--- src/rtl/fwd_hazard_unit.sv ---
// ---------------------------------------------------------------------------
// fwd_hazard_unit : decode bypass selects plus load-use interlock and counter
// Rev 1.0
// ---------------------------------------------------------------------------
`default_nettype none

module fwd_hazard_unit #(
  parameter int REG_W    = 4,
  parameter int NRD      = 2,
  parameter int NFWD     = 3,
  parameter int SEL_W    = 2,
  parameter int LOAD_LAT = 1,
  parameter int ZERO_REG = 0,
  parameter int CNT_W    = 16
) (
  input  logic                  clk,
  input  logic                  reset,
  input  logic                  dcd_valid,
  input  logic [NRD*REG_W-1:0]  dcd_rs,
  input  logic [NRD-1:0]        dcd_rs_used,
  input  logic [NFWD-1:0]       stage_wr,
  input  logic [NFWD*REG_W-1:0] stage_rd,
  input  logic                  exe_is_load,
  input  logic                  flush,
  output logic [NRD*SEL_W-1:0]  dcd_sel,
  output logic                  stall,
  output logic [CNT_W-1:0]      stall_events
);

  localparam int CNT_BITS = $clog2(LOAD_LAT + 1);
  localparam logic [CNT_BITS-1:0] LAT_M1 = CNT_BITS'(LOAD_LAT - 1);

  typedef enum logic [0:0] {
    S_IDLE  = 1'b0,
    S_STALL = 1'b1
  } state_t;

  logic [NRD*NFWD-1:0] match;
  logic [NRD-1:0]      ex_hit;
  logic                hazard;

  generate
    for (genvar p = 0; p < NRD; p++) begin : g_port
      logic [REG_W-1:0] rs;
      logic [SEL_W-1:0] sel;
      logic             rs_blocked;

      assign rs         = dcd_rs[p*REG_W +: REG_W];
      assign rs_blocked = (ZERO_REG != 0) && (rs == '0);

      for (genvar s = 0; s < NFWD; s++) begin : g_stage
        assign match[p*NFWD + s] = dcd_rs_used[p] & stage_wr[s] & ~rs_blocked &
                                   (rs == stage_rd[s*REG_W +: REG_W]);
      end

      // Scan oldest to youngest so the youngest matching stage overwrites.
      always_comb begin
        sel = '0;
        for (int s = NFWD - 1; s >= 0; s--) begin
          if (match[p*NFWD + s]) sel = SEL_W'(s + 1);
        end
      end

      assign dcd_sel[p*SEL_W +: SEL_W] = sel;
      assign ex_hit[p] = match[p*NFWD];
    end
  endgenerate

  assign hazard = dcd_valid & exe_is_load & (|ex_hit);

  state_t              state_q, state_d;
  logic [CNT_BITS-1:0] cnt_q, cnt_d;
  logic [CNT_W-1:0]    events_q, events_d;
  logic                stall_int;
  logic                detect;

  always_comb begin
    state_d   = state_q;
    cnt_d     = cnt_q;
    stall_int = 1'b0;
    detect    = 1'b0;
    case (state_q)
      S_IDLE: begin
        stall_int = hazard & ~flush;
        if (stall_int) begin
          detect = 1'b1;
          if (LOAD_LAT > 1) begin
            state_d = S_STALL;
            cnt_d   = LAT_M1;
          end
        end
      end
      S_STALL: begin
        stall_int = ~flush;
        if (flush) begin
          state_d = S_IDLE;
          cnt_d   = '0;
        end else begin
          cnt_d = cnt_q - CNT_BITS'(1);
          if (cnt_q == CNT_BITS'(1)) state_d = S_IDLE;
        end
      end
      default: begin
        state_d = S_IDLE;
        cnt_d   = '0;
      end
    endcase
  end

  always_comb begin
    events_d = events_q;
    if (detect && (events_q != '1)) events_d = events_q + CNT_W'(1);
  end

  always_ff @(posedge clk or posedge reset) begin
    if (reset) begin
      state_q  <= S_IDLE;
      cnt_q    <= '0;
      events_q <= '0;
    end else begin
      state_q  <= state_d;
      cnt_q    <= cnt_d;
      events_q <= events_d;
    end
  end

  // Held low while reset is asserted so a mid-stall reset drops it at once.
  assign stall        = stall_int & ~reset;
  assign stall_events = events_q;

endmodule

`default_nettype wire

--- config.mk ---
export PLATFORM = sky130hd
export DESIGN_NAME = fwd_hazard_unit
export DESIGN_NICKNAME = d
export VERILOG_FILES = /design/src/rtl/fwd_hazard_unit.sv
export SDC_FILE = /design/constraint.sdc
export NUM_CORES = 1
export LEC_CHECK = 0
export ABC_AREA = 1
export BUFFER_PORTS_ARGS = -buffer_cell sky130_fd_sc_hd__buf_2
export CAP_MARGIN = 20
export CORE_UTILIZATION = 55
export CTS_CLUSTER_DIAMETER = 120
export DETAILED_ROUTE_END_ITERATION = 7
export PLACE_DENSITY = 0.91
export SYNTH_ARGS = -nofsm -noshare
export SYNTH_HDL_FRONTEND = slang
export SYNTH_SLANG_ARGS = --single-unit
--- constraint.sdc ---
create_clock -name clk -period 3.7 [get_ports clk]
set_clock_uncertainty 0.2 [all_clocks]
set_input_delay 0.74 -clock clk [delete_from_list [all_inputs] [get_ports clk]]
set_output_delay 0.74 -clock clk [all_outputs]
set_load 0.1 [all_outputs]
==> qor.csv, run 1 <==
metric;value;unit
cts_buffers;3;
yosys_warnings;0;
clk-insertion-delay-late;0.30;ns
synthTopCellsByArea;dfrtp_1, nand2_1, inv_1;
drive_gt1_share;25.73;%
dieWidth;57.21;µm
cts.htree.levels;1;
vias;1821;
cap_violations;0;
synth.largest_area_cell;dfrtp_1;
syn_inst;256;
syn_nets;287;
rsz0062_at_grt;false;
io_pins;51;
viasPerCell;5.388;
layout_common_cells;nand2_1, buf_2, inv_1;
ys_ff_latch;18;
worstPathRequired;2.76;ns
setup_viol;0;
synth-seq-area-share;26.87;%
firstDrtPassIters;6;
p_switching;171.5;µW
start_kind;input port;
grt_max_degree;24;
min_period;3.116;ns
comb_power_share;29.9;%
routed_wl;4.253;mm
cts_tree;yes;
route.detailed.wl_per_inst;12.58;µm
setup_slack;0.5840;ns
clk_pin_slew;0.10;ns
first_iter_violations;122;
final_max_slew_viol_count;0;
grt_pass1_vias;1602;
rr_worst_depth;10;
post_cts_resized;0;
ir_drop;0.0002003;V
p_clk_share;26.4;%
max_stage_delay;0.44;ns
worstSetupPathType;in -> out;
hold_path_depth;1;
numPortBuffers;50;
fin_nets;339;
die_y;57.21;µm
relSlewSlack;53.50;%
crit_path_end_kind;primary output;
critical_path_cell_count;10;
violations;DRC;
cellPowerDensity;238.3;nW/µm²
place_ws;0.5883;ns
ys_types;35;
internal_power;299.7;µW
ant_nets;0;
syn2layout_area_growth;17.91;%
start_util;59.27;%
critical_path.top_delay_family;simple AND/OR/NAND/NOR gates;
route.detailed.drc;5;
synth_top_area_share;26.87;%
clock_sinks;18;
core;2829;µm²
rows;19;
critPathMaxFanout;13;
antenna_found_initial;0;
path_buf_inv;3;
period_share;84.22;%
arrival;2.18;ns
hp-class;reg -> reg;
hold_violations;0;
avgSynthCellArea;6.549;µm²
sequentialPowerShare;43.7;%
num_antenna_cells;0;
layout_commonest_cell;nand2_1;
ctsHoldBuffers;0;
fin_setup_tns;0;ns
place_hpwl;3.351;mm
grt_overflow;0;
switching_share;36.40;%
tightest_slew;0.6967;ns
clock.fmax;320.9;MHz
place.gp.congestion;0.9397;
clockRootBuffer;clkbuf_4;
grt_pass1_wl;6.955;mm
clockBufferDepth;2;
crit_chain;buf_2, inv_2, nand2_1, nand2_1, nor2_2, nand3_4, nand2_4, a21oi_1, nor3_2, buf_2;
synth_area;1677;µm²
post_cts.repair.setup_buffers;0;
dieArea;3273;µm²
crit_path_top_delay_cell;buf_2;
grt_usage;27.14;%
p_leak;1.092;nW
status;finished with violations;
## metal layers
layer	global-route usage [%]	part of all wire (%)	vias to the layer above
met2	46.89	49	62
met3	2.721	4.9	7
li1	-	-	934
met4	8.014	1.3	0
met5	0	0	-
met1	36.13	45	818
## per-stage QoR
step	instances	util (%)	total power [mW]	hold WS (ns)	area [µm²]
floorplan	256	-	0.3080	0.2216	1677
global placement	334	68.60	0.3469	0.2354	1941
detailed placement	334	68.60	0.3495	0.2529	1941
CTS	338	69.88	0.4706	0.2665	1977
global route	338	69.88	0.4888	0.2945	1977
finish	338	69.88	0.4711	0.2616	1977
## power groups by stage
| stage | Sequential [mW] | Clock (mW) | Combinational [mW] |
|---|---|---|---|
| floorplan | 0.236 | 0 | 0.0717 |
| global placement | 0.210 | 0 | 0.137 |
| detailed placement | 0.210 | 0 | 0.140 |
| CTS | 0.206 | 0.124 | 0.140 |
| global route | 0.207 | 0.129 | 0.153 |
| finish | 0.206 | 0.124 | 0.141 |
## path summary, 6_finish.rpt
| path | slack (ns) | to | start |
|---|---|---|---|
| worst max-delay path | 0.58 | stall | dcd_rs[7] |
| worst min-delay path | 0.26 | state_q | cnt_q |
| worst max register to register | 1.88 | stall_events[13] | stall_events[0] |
| worst min register to register | 0.26 | state_q | cnt_q |
| max in group asynchronous | 2.50 | stall_events[0] | reset |
| min in group asynchronous | 0.34 | stall_events[6] | reset |
## synthesized netlist by cell type (all sizes together)
cell / instances
a21oi: 7
o21bai: 4
nand2: 89
nand3: 9
o21ai: 3
o22ai: 4
nor3: 3
a221oi: 2
dfrtp: 18
o211ai: 4
buf: 4
a31oi: 1
xor2: 1
clkinv: 1
ha: 1
nor2: 24
xnor2: 1
inv: 49
a21o: 1
nand3b: 1
clkbuf: 1
nand4: 26
a21boi: 2
## cell type report
cell class              instances  area [µm²]
well taps                      31       38.79
clock buffers                   4       36.28
flip-flops and latches         18       450.4
repair buffers                 52       265.3
fillers                       255       852.1
multi-input cells             183       998.5
inverters                      50       187.7
## registers in the layout, summed over array words and instances (netlist names)
register,flops
cnt_q,1
state_q,1
stall_events,16
## cell families (layout without fill, tap and decap cells)
kind of cell | count (synthesis) | count (layout) | share of synthesized area (%)
flops | 18 | 18 | 26.87
buf+inv | 55 | 106 | 13.58
simple gates | 152 | 152 | 46.27
compound gates | 28 | 28 | 11.49
xor+xnor | 2 | 2 | 1.045
fa+ha+maj | 1 | 1 | 0.7461
(Power assumes the default switching activity.)
==> inputs of run 2 (changes only) <==
--- a/config.mk
+++ b/config.mk
@@ -5,13 +5,13 @@
 export SDC_FILE = /design/constraint.sdc
 export NUM_CORES = 1
 export LEC_CHECK = 0
-export ABC_AREA = 1
+export ABC_AREA = 0
 export BUFFER_PORTS_ARGS = -buffer_cell sky130_fd_sc_hd__buf_2
 export CAP_MARGIN = 20
-export CORE_UTILIZATION = 55
+export CORE_UTILIZATION = 48
 export CTS_CLUSTER_DIAMETER = 120
 export DETAILED_ROUTE_END_ITERATION = 7
-export PLACE_DENSITY = 0.91
+export PLACE_DENSITY = 0.86
 export SYNTH_ARGS = -nofsm -noshare
 export SYNTH_HDL_FRONTEND = slang
 export SYNTH_SLANG_ARGS = --single-unit
==> constraint.sdc (replaced) <==
create_clock -name clk -period 2.9 [get_ports clk]
set_clock_uncertainty 0.2 [all_clocks]
set_input_delay 0.58 -clock clk [delete_from_list [all_inputs] [get_ports clk]]
set_output_delay 0.58 -clock clk [all_outputs]
set_load 0.1 [all_outputs]
==> run 2 against run 1 <==
Effect of this change: the flow now finishes without violations; design area shrank 17%; worst hold slack worse by 0.089 ns; total power rose by 19%; utilization decreased by 3.4 points; largest cell class unchanged; largest power group unchanged.
==> qor.csv, run 2 <==
metric;value;unit;change
place_area;1610;µm²;-17%
period_share;93.96;%;
grt_max_degree;19;;-21%
start_kind;input port;;
fin_setup_tns;0;ns;unchanged
syn_nets;166;;-42%
vias;1208;;-34%
num_antenna_cells;0;;unchanged
place.gp.congestion;0.8951;;-4.7%
synth-seq-area-share;35.89;%;+9.0 points
first_iter_violations;38;;-69%
drive_gt1_share;32.98;%;+7.2 points
avgSynthCellArea;9.296;µm²;+42%
grt_overflow;0;;unchanged
dieWidth;53.13;µm;-7.1%
critPathMaxFanout;3;;-10
worstPathRequired;2.12;ns;-0.64 ns
routed_wl;3.228;mm;-24%
ys_types;37;;+5.7%
post_cts_resized;0;;unchanged
die_y;53.13;µm;-7.1%
synth.largest_area_cell;dfrtp_1;;
async_flop_share;100.0;%;unchanged
layout_commonest_cell;buf_2;;
regArea;450.4;µm²;unchanged
grt_pass1_wl;5.237;mm;-25%
relSlewSlack;55.00;%;+1.5 points
crit_path_top_delay_cell;nor3_1;;
clk-insertion-delay-late;0.30;ns;about the same
clockRootBuffer;clkbuf_4;;
clock.fmax;367.0;MHz;
start_util;50.66;%;-8.6 points
netlist_top_cells_count;dfrtp_1, xnor2_1, xor2_1, nand3_1, nand2_1;;
core;2477;µm²;-12%
cellPowerDensity;341.8;nW/µm²;+43%
place_hpwl;2.524;mm;-25%
path_buf_inv;2;;-1
post_cts.repair.setup_buffers;0;;unchanged
antenna_found_initial;0;;unchanged
syn2layout_area_growth;31.21;%;
clockBufferDepth;2;;unchanged
synth_top_area_share;35.89;%;+9.0 points
max_stage_delay;0.29;ns;-0.15 ns
ant_nets;0;;unchanged
dieArea;2823;µm²;-14%
route.detailed.wl_per_inst;14.81;µm;+18%
critical_path.top_delay_family;simple AND/OR/NAND/NOR gates;;
p_leak;0.8346;nW;-24%
clock_sinks;18;;unchanged
route.detailed.drc;0;;-5
worstSetupPathType;in -> out;;
final_area;1647;µm²;-17%
io_pins;51;;unchanged
grt_usage;25.35;%;-1.8 points
ys_ff_latch;18;;unchanged
crit_path_end_kind;primary output;;
fillers;217;;-15%
ir_drop;0.0005667;V;+180%
hp-class;in -> async;;
status;completed;;
yosys_warnings;0;;unchanged
numPortBuffers;50;;unchanged
fin_nets;220;;-35%
multi_input_area;767.0;µm²;-23%
min_period;2.725;ns;
firstDrtPassIters;4;;-2
grt_pass1_vias;1175;;-27%
cap_violations;0;;unchanged
cts_buffers;3;;unchanged
syn_inst;135;;-47%
crit_chain;buf_2, xor2_1, nor3_1, nand4b_1, a21oi_1, o21a_1, buf_12;;
tightest_slew;0.6743;ns;-0.02244 ns
cts_tree;yes;;
synthTopCellsByArea;dfrtp_1, xnor2_1, xor2_1;;
rows;18;;-1
hold_violations;0;;unchanged
arrival;1.94;ns;-0.24 ns
rsz0062_at_grt;false;;
setup_viol;0;;unchanged
cts.htree.levels;1;;unchanged
final_max_slew_viol_count;0;;unchanged
ys.flop_type;dfrtp_1;;
largest_reg_flops;16;;unchanged
synth_area;1255;µm²;-25%
viasPerCell;5.541;;+2.9%
synth_edf_count;0;;unchanged
synth.most_common_cell;dfrtp_1;;
ctsHoldBuffers;0;;unchanged
layout_common_cells;buf_2, dfrtp_1, xor2_1, xnor2_1, nand3_1;;
clk_pin_slew;0.11;ns;about the same
run 2: logic make-up after synthesis:
| group | synth area share, % |
|---|---|
| adders and majority gates | 0.9968 |
| AOI/OAI and AO/OA | 8.376 |
| muxes | 2.592 |
| buffers and inverters | 3.888 |
| and+or+nand+nor | 25.92 |
| DFF | 35.89 |
| xor gates and xnor gates | 22.33 |
run 2: path summary, 6_finish.rpt:
kind | start | to | slack (ns) | cells past startpoint
max reg2reg | stall_events[0] | stall_events[1] | 0.75 | 6
min | reset | stall_events[10] | 0.17 | 2
max in group asynchronous | reset | stall_events[2] | 1.90 | 2
min reg2reg | cnt_q | state_q | 0.26 | 1
max | stage_rd[0] | stall | 0.18 | 7
min in group clk | cnt_q | state_q | 0.26 | 1
run 2: per-stage QoR:
| stage | cells | utilization (%) | power (mW) | worst slack (ns) | hold slack (ns) |
|---|---|---|---|---|---|
| 2_1_floorplan | 135 | - | 0.3546 | 0.1104 | 0.2206 |
| 3_3_place_gp | 214 | 65.00 | 0.4059 | 0.2685 | 0.2317 |
| 3_5_place_dp | 214 | 65.00 | 0.4094 | 0.1804 | 0.2546 |
| 4_1_cts | 218 | 66.46 | 0.5649 | 0.1650 | 0.1997 |
| 5_1_grt | 218 | 66.46 | 0.5833 | 0.04195 | 0.2392 |
| 6_report | 218 | 66.46 | 0.5628 | 0.1752 | 0.1721 |
run 2: final cells by class:
cell class,count,share of cell area [%]
Sequential cell,18,27.36
Tap cell,30,2.280
Inverter,6,1.368
Timing Repair Buffer,51,20.21
Clock buffer,4,2.204
Multi-Input combinational cell,109,46.58
run 2: power by group:
group	switching (mW)	leakage (nW)	internal (mW)
clock network	0.0811	0.0210	0.0766
registers	0.00558	0.249	0.256
logic	0.0930	0.564	0.0502
run 2: routing by layer:
layer / share of wire (%) / wire, µm / track usage [%] / vias to the layer above
met4: 0.84 / 27 / 3.509 / 0
met5: 0 / 0 / 0 / -
met3: 5.9 / 191 / 5.747 / 4
met2: 50 / 1614 / 42.62 / 37
met1: 43 / 1394 / 33.75 / 583
li1: - / - / - / 584
